File: src/rtl/cla_nibble_serial_adder.sv
// Multi-cycle WIDTH-bit adder that runs one 4-bit CLA slice
// once per nibble, LSB first, with a registered inter-nibble carry.

// 4-bit carry-lookahead slice: all four carries come from p/g terms
module adder_4bit_cla (
    output logic [3:0] sum,
    output logic       Cout,
    input  logic [3:0] a,
    input  logic [3:0] b,
    input  logic       cin
);

    logic [3:0] p;
    logic [3:0] g;
    logic [3:0] c;

    // Flat lookahead equations, no ripple inside the slice
    always_comb begin
        p    = a ^ b;
        g    = a & b;
        c[0] = cin;
        c[1] = g[0] | (p[0] & cin);
        c[2] = g[1] | (p[1] & g[0]) | (p[1] & p[0] & cin);
        c[3] = g[2] | (p[2] & g[1]) | (p[2] & p[1] & g[0])
             | (p[2] & p[1] & p[0] & cin);
        Cout = g[3] | (p[3] & g[2]) | (p[3] & p[2] & g[1])
             | (p[3] & p[2] & p[1] & g[0])
             | (p[3] & p[2] & p[1] & p[0] & cin);
        sum  = p ^ c;
    end

endmodule

module cla_nibble_serial_adder #(
    parameter int WIDTH = 16
) (
    input  logic             clk,
    input  logic             rst_n,
    input  logic             in_valid,
    output logic             in_ready,
    input  logic [WIDTH-1:0] a,
    input  logic [WIDTH-1:0] b,
    input  logic             cin,
    output logic             out_valid,
    input  logic             out_ready,
    output logic [WIDTH-1:0] sum,
    output logic             Cout,
    output logic             busy
);

    localparam int NIBBLES = WIDTH / 4;
    localparam int IW = (NIBBLES > 1) ? $clog2(NIBBLES) : 1;
    localparam logic [IW-1:0] LAST = IW'(NIBBLES - 1);

    typedef enum logic [1:0] {
        IDLE = 2'd0,
        ADD  = 2'd1,
        DONE = 2'd2
    } state_t;

    state_t          state;
    logic [WIDTH-1:0] a_reg;
    logic [WIDTH-1:0] b_reg;
    logic            carry_reg;
    logic [IW-1:0]   idx;

    logic [3:0]      a_nib;
    logic [3:0]      b_nib;
    logic [3:0]      s_nib;
    logic            c_nib;

    // Select the current nibble of each captured operand
    always_comb begin
        a_nib = a_reg[4*idx +: 4];
        b_nib = b_reg[4*idx +: 4];
    end

    adder_4bit_cla u_slice (
        .sum  (s_nib),
        .Cout (c_nib),
        .a    (a_nib),
        .b    (b_nib),
        .cin  (carry_reg)
    );

    // Control FSM with registered handshake outputs and result
    always_ff @(posedge clk or negedge rst_n) begin
        if (!rst_n) begin
            state     <= IDLE;
            in_ready  <= 1'b1;
            out_valid <= 1'b0;
            busy      <= 1'b0;
            sum       <= '0;
            Cout      <= 1'b0;
            a_reg     <= '0;
            b_reg     <= '0;
            carry_reg <= 1'b0;
            idx       <= '0;
        end else begin
            unique case (state)
                IDLE: begin
                    if (in_valid) begin
                        a_reg     <= a;
                        b_reg     <= b;
                        carry_reg <= cin;
                        idx       <= '0;
                        in_ready  <= 1'b0;
                        busy      <= 1'b1;
                        state     <= ADD;
                    end
                end
                ADD: begin
                    sum[4*idx +: 4] <= s_nib;
                    carry_reg       <= c_nib;
                    idx             <= idx + IW'(1);
                    if (idx == LAST) begin
                        idx       <= '0;
                        Cout      <= c_nib;
                        out_valid <= 1'b1;
                        state     <= DONE;
                    end
                end
                DONE: begin
                    if (out_ready) begin
                        out_valid <= 1'b0;
                        busy      <= 1'b0;
                        in_ready  <= 1'b1;
                        state     <= IDLE;
                    end
                end
                default: begin
                    state <= IDLE;
                end
            endcase
        end
    end

endmodule

File: config.mk
export PLATFORM = sky130hd
export DESIGN_NAME = cla_nibble_serial_adder
export DESIGN_NICKNAME = d
export VERILOG_FILES = /design/src/rtl/cla_nibble_serial_adder.sv
export SDC_FILE = /design/constraint.sdc
export NUM_CORES = 1
export LEC_CHECK = 0
export ABC_AREA = 1
export CORE_ASPECT_RATIO = 0.75
export CORE_MARGIN = 4
export CORE_UTILIZATION = 55
export CTS_CLUSTER_SIZE = 14
export DETAILED_ROUTE_END_ITERATION = 10
export PLACE_DENSITY = 0.95
export RECOVER_POWER = 25
export REMOVE_ABC_BUFFERS = 1
export SLEW_MARGIN = 40
export SYNTH_ARGS = -nofsm -noshare
export SYNTH_HDL_FRONTEND = slang
export SYNTH_HIERARCHICAL = 1
export SYNTH_SLANG_ARGS = --single-unit
File: constraint.sdc
create_clock -name clk -period 3.35 [get_ports clk]
set_input_delay 0.5025 -clock clk [delete_from_list [all_inputs] [get_ports clk]]
set_output_delay 0.5025 -clock clk [all_outputs]
set_load 0.03 [all_outputs]
Word-level counts from Yosys, hierarchy flattened
Index checks and enable logic that the tools add are counted.
{ "totals": {"elab_cells": 79, "out_inout_bits": 20, "reg_bits": 57, "in_bits": 37} }
{ "classes": {"muxes": 18, "n_bitwise": 29, "eq_ne": 6, "shift": 4, "add_sub_neg": 2, "reduce_logical": 10} }
{ "op_table": {"columns": ["operator", "n"], "rows": [
  ["negator 4 -> 34 bit", 1],
  ["variable shift 4 x 34 -> 16 bit, first input constant", 1],
  ["variable part select 4 x 34 -> 16 bit", 1],
  ["variable part select 16 x 5 -> 4 bit", 2],
  ["bitwise AND 1 bit", 16],
  ["bitwise mux 16 bit", 1],
  ["2-to-1 mux 2 bit", 5],
  ["OR 1 bit", 10],
  ["AND reduction 3 bit", 3],
  ["case mux 1 bit (2 select lines)", 4],
  ["XOR 4 bit", 2],
  ["2-to-1 mux 1 bit", 6],
  ["!= test 2 bit, second input constant", 3],
  ["case mux 2 bit (3 select lines)", 1],
  ["AND reduction 2 bit", 3],
  ["nonzero test 2 bit", 3],
  ["bitwise AND 4 bit", 1],
  ["equality test 2 bit, second input constant", 2],
  ["case mux 2 bit (2 select lines)", 1],
  ["adder 2 x 1 -> 2 bit, second input constant", 1],
  ["equality test 2 x 1 -> 1 bit, second input constant", 1],
  ["zero test 2 bit", 1]
]} }

Logic depth before layout (Yosys ltp)
{ "depth": {"depth_word": 9, "mapped_depth": 17, "ltp_nobuf": 16} }

Modules after synthesis
The synthesis kept the hierarchy.
{ "modules_own_cells": {"columns": ["mod", "cells_each", "instances", "area_per_inst_um2", "seq_area_each_um2"], "rows": [
  ["cla_nibble_serial_adder", 328, 1, 2608.8, 1427.6],
  ["adder_4bit_cla", 31, 1, 188.9, 0.0]
]} }

Worst setup path before layout
OpenSTA, ideal clock, no wires.
{ "synth_timing": {"path_kind": "reg-to-reg", "from": "reg idx[0]", "to": "reg sum[15]", "setup_ns": 0.065, "arrival_ns": 2.054, "path_stages_with_launch": 15, "t_required_ns": 3.285, "slack_ns": 1.231, "synth_period_minus_slack_ns": 2.119, "n_path_buf": 1, "path_cell_list": "dfrtp_1 -> inv_1 -> clkbuf_1 -> nand2_1 -> o211ai_1 -> nand2_1 -> ha_1 -> or2_0 -> nand2_1 -> nand3_1 -> nand2_1 -> inv_1 -> nor3_1 -> nand2_1 -> nand2_1"} }
{ "synth_between": {"elab_chain_len": 9, "word_cells_on_any_way": 24, "cone_classes": "1 x add/sub; 4 x shift; 1 x mux; 18 x bitwise"} }
{ "synth_lines": {"columns": ["element", "line", "rtl"], "rows": [
  ["start, declared", "65", "logic [IW-1:0] idx;"],
  ["start signal, assigned", "115", "idx <= idx + IW'(1);"],
  ["variable part select 16 x 5 -> 4 bit (*)", "74", "a_nib = a_reg[4*idx +: 4];"],
  ["named net a_nib[2]", "67", "logic [3:0] a_nib;"],
  ["XOR 4 bit", "19", "p = a ^ b;"],
  ["bitwise AND 1 bit (on tied branches)", "24, 25", null],
  ["OR 1 bit, or another cell as far along", "24", "c[3] = g[2] | (p[2] & g[1]) | (p[2] & p[1] & g[0])"],
  ["OR 1 bit or bitwise AND 1 bit (tied branches)", "24, 25", null],
  ["OR 1 bit (*)", "25", "| (p[2] & p[1] & p[0] & cin);"],
  ["XOR 4 bit (*)", "29", "sum = p ^ c;"],
  ["named net s_nib[3]", "69", "logic [3:0] s_nib;"],
  ["variable part select 4 x 34 -> 16 bit (*)", "113", "sum[4*idx +: 4] <= s_nib;"],
  ["bitwise mux 16 bit (*)", "113", null],
  ["end signal, assigned by index", "113", null],
  ["end, declared", "46", "output logic [WIDTH-1:0] sum,"]
]} }
Mark *: on every way through the listed nets, which the timed path passes. The rest lies on a longest branch.
A chain may end at the register's enable or synchronous reset.

Worst setup path after layout
{ "layout_timing": {"from": "reg idx[0]", "to": "reg sum[13]"} }
{ "layout_between": {"word_cells_on_any_way": 24, "cone_classes": "1 x add/sub; 4 x shift; 1 x mux; 18 x bitwise"} }
{ "layout_rtl": {"columns": ["element", "line", "rtl"], "rows": [
  ["variable part select 16 x 5 -> 4 bit (*)", "75", "b_nib = b_reg[4*idx +: 4];"],
  ["named net b_nib[0]", "68", "logic [3:0] b_nib;"],
  ["XOR 4 bit", "19", null],
  ["bitwise AND 1 bit", "22", "c[1] = g[0] | (p[0] & cin);"],
  ["OR 1 bit (*)", "22", null],
  ["XOR 4 bit (*)", "29", null],
  ["named net s_nib[1]", "69", null],
  ["variable part select 4 x 34 -> 16 bit (*)", "113", null],
  ["bitwise mux 16 bit (*)", "113", null]
]} }
Marked as above.

==> impl_metrics.json <==
{
  "status": "finished, violations left",
  "violations": "max-capacitance violations, max-slew violations",
  "stdcell_count": 481,
  "cts.sink_count": 57,
  "critPathMaxFanout": 25,
  "track_usage": 0.2246,
  "tightest_slew_ns": 1.762,
  "grt_pass1_wl_um": 11250,
  "final_hold_viol_count": 0,
  "place_ws_ns": 0.7759,
  "grt_pass1_vias": 2462,
  "synth_warnings": 6,
  "path_class": "flip-flop to flip-flop",
  "max_stage_delay_ns": 0.52,
  "reg2reg_slack_ns": 0.64,
  "drive_above_1_share": 0.05463,
  "peakVddDrop_v": 0.0003937,
  "fmax_mhz": 369.4,
  "finalCritPeriodShare": 0.8081,
  "die_area_um2": 6304,
  "start_util": 0.5710,
  "drtPass1Iterations": 4,
  "required_ns": 3.63,
  "holdBufCountCts": 0,
  "slew_headroom": -0.1744,
  "hold_path_class": "flip-flop to flip-flop",
  "clock_latency_ns": 0.35,
  "die_y_um": 69.77,
  "root_buffer": "clkbuf_8",
  "routed_via_density": 5.285,
  "detail-route-antenna-nets": 0,
  "synth_seq_area_share": 0.5103,
  "clockBufferDepth": 2,
  "netlist_area_um2": 2798,
  "synth_cell_types": 25,
  "dp_hpwl_um": 4713,
  "htreeDepth": 3,
  "fin_crit_ns": 2.707,
  "antenna_cells": 0,
  "grt.overflow.total": 0,
  "grt_max_degree": 41,
  "coreArea_um2": 4900,
  "clkTransAtPathRegs_ns": 0.06,
  "cts.repair.resized": 0,
  "cts_setup_buffers": 0,
  "critPathSlowestCell": "inv_1",
  "fin_ws_ns": 0.6430,
  "fp.dieW_um": 90.36,
  "arrival_ns": 2.99,
  "totalWireLength_um": 6641,
  "gp_congestion": 0.9274,
  "nNetsFinal": 464,
  "cp-end-kind": "flip-flop",
  "wl_per_cell_um": 13.81,
  "skew_ns": 0.008343,
  "ys_ff_latch": 57,
  "area_growth_pct": 29.07,
  "drc": 0,
  "cp-start-kind": "flip-flop",
  "synth.avg_cell_area_um2": 7.793,
  "synthCells": 359,
  "worstPathCellList": "inv_1 -> nor2_1 -> nor2_1 -> o21ai_0 -> nand2_1 -> inv_1 -> fa_1 -> xnor2_1 -> inv_1 -> nor3_1 -> nand2_1 -> nand2_1",
  "report.final.slew_viol_count": 35,
  "cap_viol_max_count": 1,
  "fp-row-count": 22,
  "grt_antenna_before_repair": 0,
  "drtIter0Drc": 146,
  "final_util": 0.7370,
  "ioPinCount": 57,
  "cts_tree": "done",
  "p_per_area_nw_per_um2": 1130,
  "cts_made_buffers": 9,
  "portBuffers": 56,
  "fill_cells": 357,
  "setup_violations": 0,
  "power.leakage_nw": 1.882,
  "rsz0062_at_grt": "no",
  "vias": 2542,
  "dp.cells": 465,
  "fin_setup_tns_ns": 0
}
-- report_power, final --
| part | total (W) | switching [W] | internal, W | leakage, nW |
|---|---|---|---|---|
| combinational | 0.00213 | 0.00138 | 0.000754 | 1.04 |
| sequential | 0.00121 | 0.000211 | 0.000998 | 0.722 |
| clock | 0.000744 | 0.000263 | 0.000480 | 0.117 |
-- cell families (layout without fill, tap and decap cells) --
group,count (synthesis),count (layout),synth area share
buf+inv,40,102,0.06172
flops,57,57,0.5103
compound gates,28,28,0.05814
xor+xnor,1,1,0.003131
simple gates,222,222,0.3148
fa+ha+maj,11,11,0.05188
-- synthesized netlist by cell type --
cell	number	area share
nor2_1	25	0.034
clkbuf_1	2	0.0027
nand3_1	16	0.029
inv_1	26	0.035
o31ai_1	1	0.0027
xnor2_1	1	0.0031
inv_2	1	0.0013
nor2_4	1	0.0040
dfstp_2	1	0.0094
o21ai_0	10	0.018
buf_4	4	0.011
buf_1	1	0.0013
fa_1	1	0.0072
or2_0	1	0.0022
buf_2	6	0.011
nand2_1	170	0.23
nor2_2	1	0.0022
o211ai_1	8	0.021
dfrtp_1	56	0.50
o21ai_1	8	0.014
nand4_1	2	0.0045
ha_1	10	0.045
nor3_1	4	0.0072
a21oi_1	1	0.0018
nand2_2	2	0.0045
-- metal layers --
metal	up-vias	routed length [um]	GRT usage	part of all wire
li1	1236	-	-	-
met1	1179	2891	0.2885	0.44
met2	103	3023	0.3336	0.46
met3	24	475	0.08568	0.072
met4	0	251	0.1104	0.038
met5	-	0	0	0
-- final cells by class --
cell class / instances / area, um2 / area share
sequential: 57 / 1428 / 0.3954
multi-input combinational: 262 / 1197 / 0.3316
timing repair buffer: 59 / 576.8 / 0.1597
clock buffer: 14 / 172.7 / 0.04782
inverter: 27 / 101.3 / 0.02807
tap: 60 / 75.07 / 0.02079
clock inverter: 2 / 60.06 / 0.01663
-- critical path, delay by kind of cell, from the launching register on --
kind	cells	cell delay [ns]
adder cells (fa/ha/maj)	1	0.41
AND/OR/NAND/NOR	6	0.79
AO/OA/AOI/OAI	1	0.14
buffers and inverters	3	0.69
flip-flops	1	0.38
XOR/XNOR	1	0.24
-- worst paths after layout --
| check | cells after the start | startpoint | to |
|---|---|---|---|
| min reg2reg | 2 | in_ready | in_ready |
| min | 2 | in_ready | in_ready |
| max reg2reg | 12 | idx[0] | sum[13] |
| min in group asynchronous | 1 | rst_n | sum[3] |
| max in group asynchronous | 2 | rst_n | b_reg[2] |
| max | 12 | idx[0] | sum[13] |
-- layout by cell type (no fill, tap or decap), types with 4 or more instances in the layout --
cell type        count
nand2_1            170
dfrtp_1             56
clkdlybuf4s50_1     55
inv_1               26
nor2_1              25
nand3_1             16
clkbuf_8            12
o21ai_0             10
ha_1                10
o211ai_1             8
o21ai_1              8
nor3_1               4
-- metrics by stage --
stage               total power [W]  area [um2]  hold WS (ns)
floorplan                  0.002615        2726        0.2069
global placement           0.003156        3379        0.4511
detailed placement         0.003280        3379        0.4519
CTS                        0.004067        3612        0.2380
global route               0.004423        3611        0.4821
finish                     0.004082        3611        0.4626
Power figures use the tool's default switching activity.
